--- src/rtl/uart_rx_controller.sv ---
// UART receive controller: frames start/data/parity/stop bits using ticks from an
// external majority-vote sampler. Parity support is built only when UART_RX_PARITY_EN is defined.
module uart_rx_controller #(
    parameter int DATA_WIDTH = 8
) (
    input  logic                  clk,
    input  logic                  reset,
    input  logic                  serial_data_in,
    input  logic [4:0]            prescale,
    input  logic                  parity_enable,
    input  logic                  parity_type,
    input  logic                  sampled_bit,
    output logic                  sampler_enable,
    output logic [4:0]            edge_count,
    output logic [DATA_WIDTH-1:0] parallel_data,
    output logic                  data_valid,
    output logic                  parity_error,
    output logic                  stop_error
);

    localparam logic [2:0] IDLE   = 3'd0;
    localparam logic [2:0] START  = 3'd1;
    localparam logic [2:0] DATA   = 3'd2;
`ifdef UART_RX_PARITY_EN
    localparam logic [2:0] PARITY = 3'd3;
`endif
    localparam logic [2:0] STOP   = 3'd4;
    localparam logic [2:0] DONE   = 3'd5;

    localparam logic [3:0] LAST_BIT = 4'(DATA_WIDTH - 1);

    logic [2:0]            state;
    logic [4:0]            presc_q;
    logic [3:0]            bit_count;
    logic [DATA_WIDTH-1:0] shift_reg;
    logic                  stop_fault;
    logic                  bit_end;
    logic                  frame_start;
    logic                  stop_good;
    logic [2:0]            data_exit;

    assign bit_end     = (edge_count == presc_q - 5'd1);
    assign frame_start = ((state == IDLE) || (state == DONE)) && !serial_data_in;

`ifdef UART_RX_PARITY_EN
    logic par_en_q;
    logic par_type_q;
    logic par_fault;

    assign data_exit    = par_en_q ? PARITY : STOP;
    assign stop_good    = sampled_bit && !par_fault;
    assign parity_error = (state == DONE) && par_fault;
`else
    logic unused_parity_cfg;

    assign unused_parity_cfg = parity_enable ^ parity_type;
    assign data_exit         = STOP;
    assign stop_good         = sampled_bit;
    assign parity_error      = 1'b0;
`endif

    assign sampler_enable = (state == START) || (state == DATA) ||
`ifdef UART_RX_PARITY_EN
                            (state == PARITY) ||
`endif
                            (state == STOP);
    assign stop_error     = (state == DONE) && stop_fault;
    assign data_valid     = (state == DONE) && !stop_fault && !parity_error;

    always_ff @(posedge clk) begin
        if (reset) begin
            state         <= IDLE;
            edge_count    <= '0;
            bit_count     <= '0;
            shift_reg     <= '0;
            parallel_data <= '0;
            presc_q       <= '0;
            stop_fault    <= 1'b0;
`ifdef UART_RX_PARITY_EN
            par_en_q      <= 1'b0;
            par_type_q    <= 1'b0;
            par_fault     <= 1'b0;
`endif
        end else begin
            case (state)
                IDLE, DONE: begin
                    edge_count <= '0;
                    state      <= frame_start ? START : IDLE;
                end
                START: begin
                    edge_count <= bit_end ? '0 : edge_count + 5'd1;
                    if (bit_end) begin
                        state <= sampled_bit ? IDLE : DATA;
                    end
                end
                DATA: begin
                    edge_count <= bit_end ? '0 : edge_count + 5'd1;
                    if (bit_end) begin
                        shift_reg <= {sampled_bit, shift_reg[DATA_WIDTH-1:1]};
                        bit_count <= bit_count + 4'd1;
                        if (bit_count == LAST_BIT) begin
                            state <= data_exit;
                        end
                    end
                end
`ifdef UART_RX_PARITY_EN
                PARITY: begin
                    edge_count <= bit_end ? '0 : edge_count + 5'd1;
                    if (bit_end) begin
                        par_fault <= sampled_bit ^ (^shift_reg) ^ par_type_q;
                        state     <= STOP;
                    end
                end
`endif
                STOP: begin
                    edge_count <= bit_end ? '0 : edge_count + 5'd1;
                    if (bit_end) begin
                        // Word is loaded on DONE entry so it is visible alongside data_valid.
                        stop_fault <= !sampled_bit;
                        if (stop_good) begin
                            parallel_data <= shift_reg;
                        end
                        state <= DONE;
                    end
                end
                default: begin
                    edge_count <= '0;
                    state      <= IDLE;
                end
            endcase

            if (frame_start) begin
                presc_q    <= prescale;
                bit_count  <= '0;
                stop_fault <= 1'b0;
`ifdef UART_RX_PARITY_EN
                par_en_q   <= parity_enable;
                par_type_q <= parity_type;
                par_fault  <= 1'b0;
`endif
            end
        end
    end

endmodule

--- config.mk ---
export PLATFORM = sky130hd
export DESIGN_NAME = uart_rx_controller
export DESIGN_NICKNAME = d
export VERILOG_FILES = /design/src/rtl/uart_rx_controller.sv
export SDC_FILE = /design/constraint.sdc
export NUM_CORES = 1
export LEC_CHECK = 0
export ABC_AREA = 0
export BUFFER_PORTS_ARGS = -buffer_cell sky130_fd_sc_hd__buf_2
export CAP_MARGIN = 15
export CORE_ASPECT_RATIO = 1.75
export CORE_UTILIZATION = 58
export DETAILED_ROUTE_END_ITERATION = 8
export GPL_TIMING_DRIVEN = 0
export HOLD_SLACK_MARGIN = 0.12
export PLACE_DENSITY_LB_ADDON = 0.3
export SLEW_MARGIN = 30
export SYNTH_ARGS = -nofsm -noshare
export SYNTH_HDL_FRONTEND = slang
export SYNTH_SLANG_ARGS = --single-unit
--- constraint.sdc ---
create_clock -name clk -period 2.8 [get_ports clk]
set_input_delay 0.56 -clock clk [delete_from_list [all_inputs] [get_ports clk]]
set_output_delay 0.56 -clock clk [all_outputs]
set_load 0.01 [all_outputs]
Word-level counts from Yosys, hierarchy flattened
Cells that the tools add are included.

word-level totals
  register bits = 34
  bits of input ports = 11
  output and inout bits = 17
  logic and storage cells = 46

cells by class
  add/sub/neg operators = 3
  eq/ne operators = 10
  multiplexer cells = 7
  bitwise operators = 1
  reduce and logical (&&, ||, !) cells = 18

operator list
  operator               number
  $mux W3                4
  $pmux W3 S4            1
  $eq A3 B3 Y1 const B   2
  $ne A2 B2 Y1 const B   3
  $reduce_or A3 Y1       2
  $add A5 B1 Y5 const B  1
  $eq A5 B5 Y1           1
  $sub A5 B1 Y5 const B  1
  $add A4 B1 Y4 const B  1
  $eq A4 B3 Y1 const B   1
  $reduce_and A2 Y1      2
  $reduce_and A4 Y1      1
  $reduce_or A2 Y1       2
  $eq A3 B1 Y1 const B   1
  $eq A3 B2 Y1 const B   1
  $logic_and A1 B1 Y1    3
  $logic_not A1 Y1       3
  $logic_not A3 Y1       1
  $logic_or A1 B1 Y1     3
  $reduce_and A3 Y1      1
  $mux W2                1
  $ne A2 B1 Y1 const B   1
  $mux W1                1
  $not A1 Y1             1

Longest topological paths before layout
  depth after elaboration = 5
  depth in mapped cells = 8
  mapped depth without buffers = 7

Least setup slack after synthesis
No wires, ideal clock.

  kind = register to register
  from = register presc_q[0]
  to = register bit_count[3]
  arrival = 1.778 ns
  path slack = 0.952 ns
  stages on the path, launching flop included = 8
  buffers on the path = 0
  clock period less this slack = 1.848 ns
  cells stage by stage = dfxtp_1 -> inv_1 -> ha_1 -> o21ba_2 -> a22oi_2 -> o2111ai_2 -> or3_1 -> a21oi_1

between the ends
  word-level cells in the longest chain between the ends = 3

ends and longest elaborated chain
  element                             RTL line  source
  start, declared                     33        logic [4:0] presc_q;
  start signal, assigned              133       presc_q <= prescale;
  $sub A5 B1 Y5                       42        assign bit_end = (edge_count == presc_q - 5'd1);
  $eq A5 B5 Y1                        42
  $reduce_and A2 Y1 (no source line)  n/a
  end signal, assigned                100       bit_count <= bit_count + 4'd1;
  end, declared                       34        logic [3:0] bit_count;

Every way passes these cells.
A chain may end at the register's enable or synchronous reset.

Final worst setup path
  from = register presc_q[0]
  to = register parallel_data[7]

between the ends
  word-level cells in the longest chain between the ends = 3

ends and longest elaborated chain
  element                             RTL line  source
  $sub A5 B1 Y5                       42
  $eq A5 B5 Y1                        42
  $reduce_and A3 Y1 (no source line)  n/a
  end signal, assigned                121       parallel_data <= shift_reg;
  end, declared                       15        output logic [DATA_WIDTH-1:0] parallel_data,

Every way passes these cells.

==> results by stage <==
Outcome:
- The flow ran to the end, and the final reports show no timing, DRC or antenna violations.

STA:
- The shortest period the worst path allows is 2.09 ns.
- Hold timing on the final database bottoms out at a slack of 0.456 ns.
- Setup repair after global routing left no endpoint under its margin.
- The number of endpoints with negative hold slack in the final report is 0.
- The worst-case headroom to the max-slew limit is 47.5%.
- The final clock period utilization by the worst path is 74.5%.
- The number of max-slew violations in the final report came to 0.
- The count of endpoints failing setup in the final report is 0.
- Timing would allow up to 479 MHz.
- The post-route setup TNS is 0 ns.
- The clock arrives with 0.00475 ns of skew.
- The transition time at the pin with the least slew margin is 0.786 ns.

Pwr:
- For this design the ratio of total power to cell area is 531 nW/um2.
- The maximum ir drop on the vdd rail is 0.516 mV.
- The leakage power total is 0.818 nW.

Clock network:
- The number of cells upsized or downsized after cts is 0.
- The number of setup buffers added after CTS is 0.
- The total CTS buffers is 5.
- Clock latency on the worst-skew pair, taken at its later pin, is 0.29 ns.
- The maximum number of buffers from clock root to sink is 2.
- Counting every sink on the clock net gives 34.
- The clock-pin slew of the registers on the worst-case setup and hold paths is 0.07 ns.
- TritonCTS built the clock tree.
- The root buffer cell is clkbuf_8.
- The H-tree was split into 2 levels.
- The post-cts hold buffer count is 0.

Yosys:
- The synthesized net count is 183.
- The Yosys step of the flow raised 0 warnings.
- The dominant cell type by area after synthesis is dfxtp_1.
- Among all flip-flop cells after synthesis, the most frequent one is dfxtp_1.
- Sorting the synthesized cells by area gives the leading types as dfxtp_1, mux2i_1, nor2_1, nand3_1, a21oi_1.
- The synthesized design contains 34 register bits.
- The distinct cell type count of the synthesized netlist is 38.
- The number of synthesized flops with an enable pin is 0.
- In this run the mean area of a mapped cell was 9.18 um2.
- Synthesis handed over a netlist of 169 instances.
- The fraction of synthesized cell area taken by the top area cell type is 43.9%.
- After synthesis, the share of flip-flops with an asynchronous set or reset is 0%.
- The sequential element share of the synthesized area is 43.9%.
- After synthesis the cells add up to 1550 um2.

Setup path:
- The kind of end point of the critical path is a register.
- At the worst endpoint, the arrival time is 2.31 ns.
- The worst setup path is launched from a register.
- The worst path required time is 3.02 ns.
- The critical path goes through inv_1 > ha_1 > xnor2_1 > a22oi_2 > o2111ai_1 > nand2_1 > a21oi_1.
- For this run, the slowest stage of the critical path takes 0.66 ns.
- The largest fanout on the critical path is 9.
- The slowest library cell on the worst path is o2111ai_1.
- By startpoint and endpoint, the worst setup path is classified as reg -> reg.

GRT:
- The final global-route overflow total is 0.
- Entering global routing, the biggest net connects 11 pins.
- The number of antenna violations at the first check in global routing was 0.
- Global routing used 26.0% of the available tracks.
- The wire length of the first global-routing pass is 5110 um.
- The number of global-route vias before repair is 1203.

Worst hold path:
- The path class of the tightest hold or removal check is reg -> reg.

Floorplan:
- The starting density of the core is 61.5%.
- The floorplan die height is 70.4 um.
- The die covers 2890 um2.
- The core footprint is 2520 um2.
- The die width is 41.1 um.
- The I/O pin count is 28.
- The initialized floorplan defines 24 standard-cell rows.

Layout:
- In the final design database the tool counted 213 nets.
- Compared with the post-synthesis result, the final layout area differs by 15.4%.
- Of the cells placed in the final design, the portion with a size suffix greater than 1 is 21.0%.
- In the layout the commonest cells are dfxtp_1, buf_2, nor2_1.
- The number of antenna diodes in the final layout is 0.
- The library cell used most frequently in the layout, excluding fill and tap cells, is dfxtp_1.
- The layout has 201 filler cells.

Place:
- Detailed placement ended at an HPWL of 2460 um.
- The final estimated routing congestion in global placement is 0.781.
- The number of buffers added on ports is 23.

Detailed routing:
- Dividing the detail-routed wire length by the instance count gives 14.4 um.
- The via count is 1270.
- The final wirelength is 3260 um.
- The post-route DRC violation count is 0.
- The iteration count of the initial detailed-routing pass is 4.
- In the routed layout, each cell is associated on average with a via count of 5.62.
- The detail route stage leaves a number of antenna-violating nets equal to 0.
- After the first detailed-routing iteration, the DRC count stood at 35.

Run:
- The tool flagged a number of max-cap violations equal to 0.
## critical path, delay by kind of cell (launching register included)
family,cells,cell delay (ns)
compound gates,3,0.92
flops,1,0.40
fa+ha+maj,1,0.27
xor+xnor,1,0.23
simple gates,1,0.13
buf+inv,1,0.06
## logic make-up (layout without fill, tap and decap cells)
kind of cell	after synthesis	in the layout	share of synthesized area, %
buffers and inverters	16	47	4.92
XOR/XNOR	11	11	6.21
multiplexers	14	14	9.03
flip-flops	34	34	43.9
adder cells (fa/ha/maj)	3	3	2.42
other	1	1	0.242
AND/OR/NAND/NOR	62	62	20.0
AO/OA/AOI/OAI	28	28	13.3
## metal layers
| metal | wire (um) | share of wire (%) | vias up | track usage, % |
|---|---|---|---|---|
| li1 | - | - | 641 | - |
| met1 | 1210 | 37 | 593 | 24.1 |
| met2 | 1850 | 57 | 27 | 45.1 |
| met3 | 118 | 3.6 | 9 | 7.62 |
| met4 | 82 | 2.5 | 0 | 14.3 |
| met5 | 0 | 0 | - | 0 |
## synth_stat cells (all sizes together) (2+ instances only)
cell,n
inv,5
ha,3
nand3b,2
nand3,12
a31oi,2
and3,2
buf,8
a211oi,2
mux2i,14
nor3,2
or3,3
xnor2,5
xor2,6
nand2,13
nor2,22
clkbuf,3
o21ai,4
dfxtp,34
a21oi,11
o2111ai,2
nor3b,2
## worst paths after layout
path / startpoint / end / slack, ns / depth (start not counted)
setup / recovery: presc_q[0] / parallel_data[7] / 0.71 / 7
hold / removal: parallel_data[6] / parallel_data[6] / 0.46 / 2
setup reg to reg: presc_q[0] / parallel_data[7] / 0.71 / 7
hold reg to reg: parallel_data[6] / parallel_data[6] / 0.46 / 2
## area by class of cell
class,instances,area [um2],share of cell area (%)
multi-input combinational,119,795,44.4
timing repair buffer,23,115,6.43
buffer,11,57.6,3.21
tap,26,32.5,1.82
inverter,5,18.8,1.05
sequential,34,681,38.0
clock inverter,1,5.00,0.280
clock buffer,7,86.3,4.82
## report_power, final
group	internal [mW]	leakage, nW	switching [mW]
clock	0.198	0.0482	0.177
combinational	0.0339	0.494	0.0454
sequential	0.490	0.275	0.00681
total	0.722	0.818	0.229
## stage by stage
stage	area, um2	cells	worst slack [ns]	power [mW]	utilization (%)
after floorplan	1550	169	0.952	0.567	-
after global placement	1700	218	0.800	0.584	67.4
after detailed placement	1700	218	0.703	0.587	67.4
after CTS	1790	226	0.673	0.957	71.0
after global routing	1790	226	0.517	0.985	71.0
final	1790	226	0.713	0.951	71.0
Note: power is estimated with default switching activity, not from simulation.
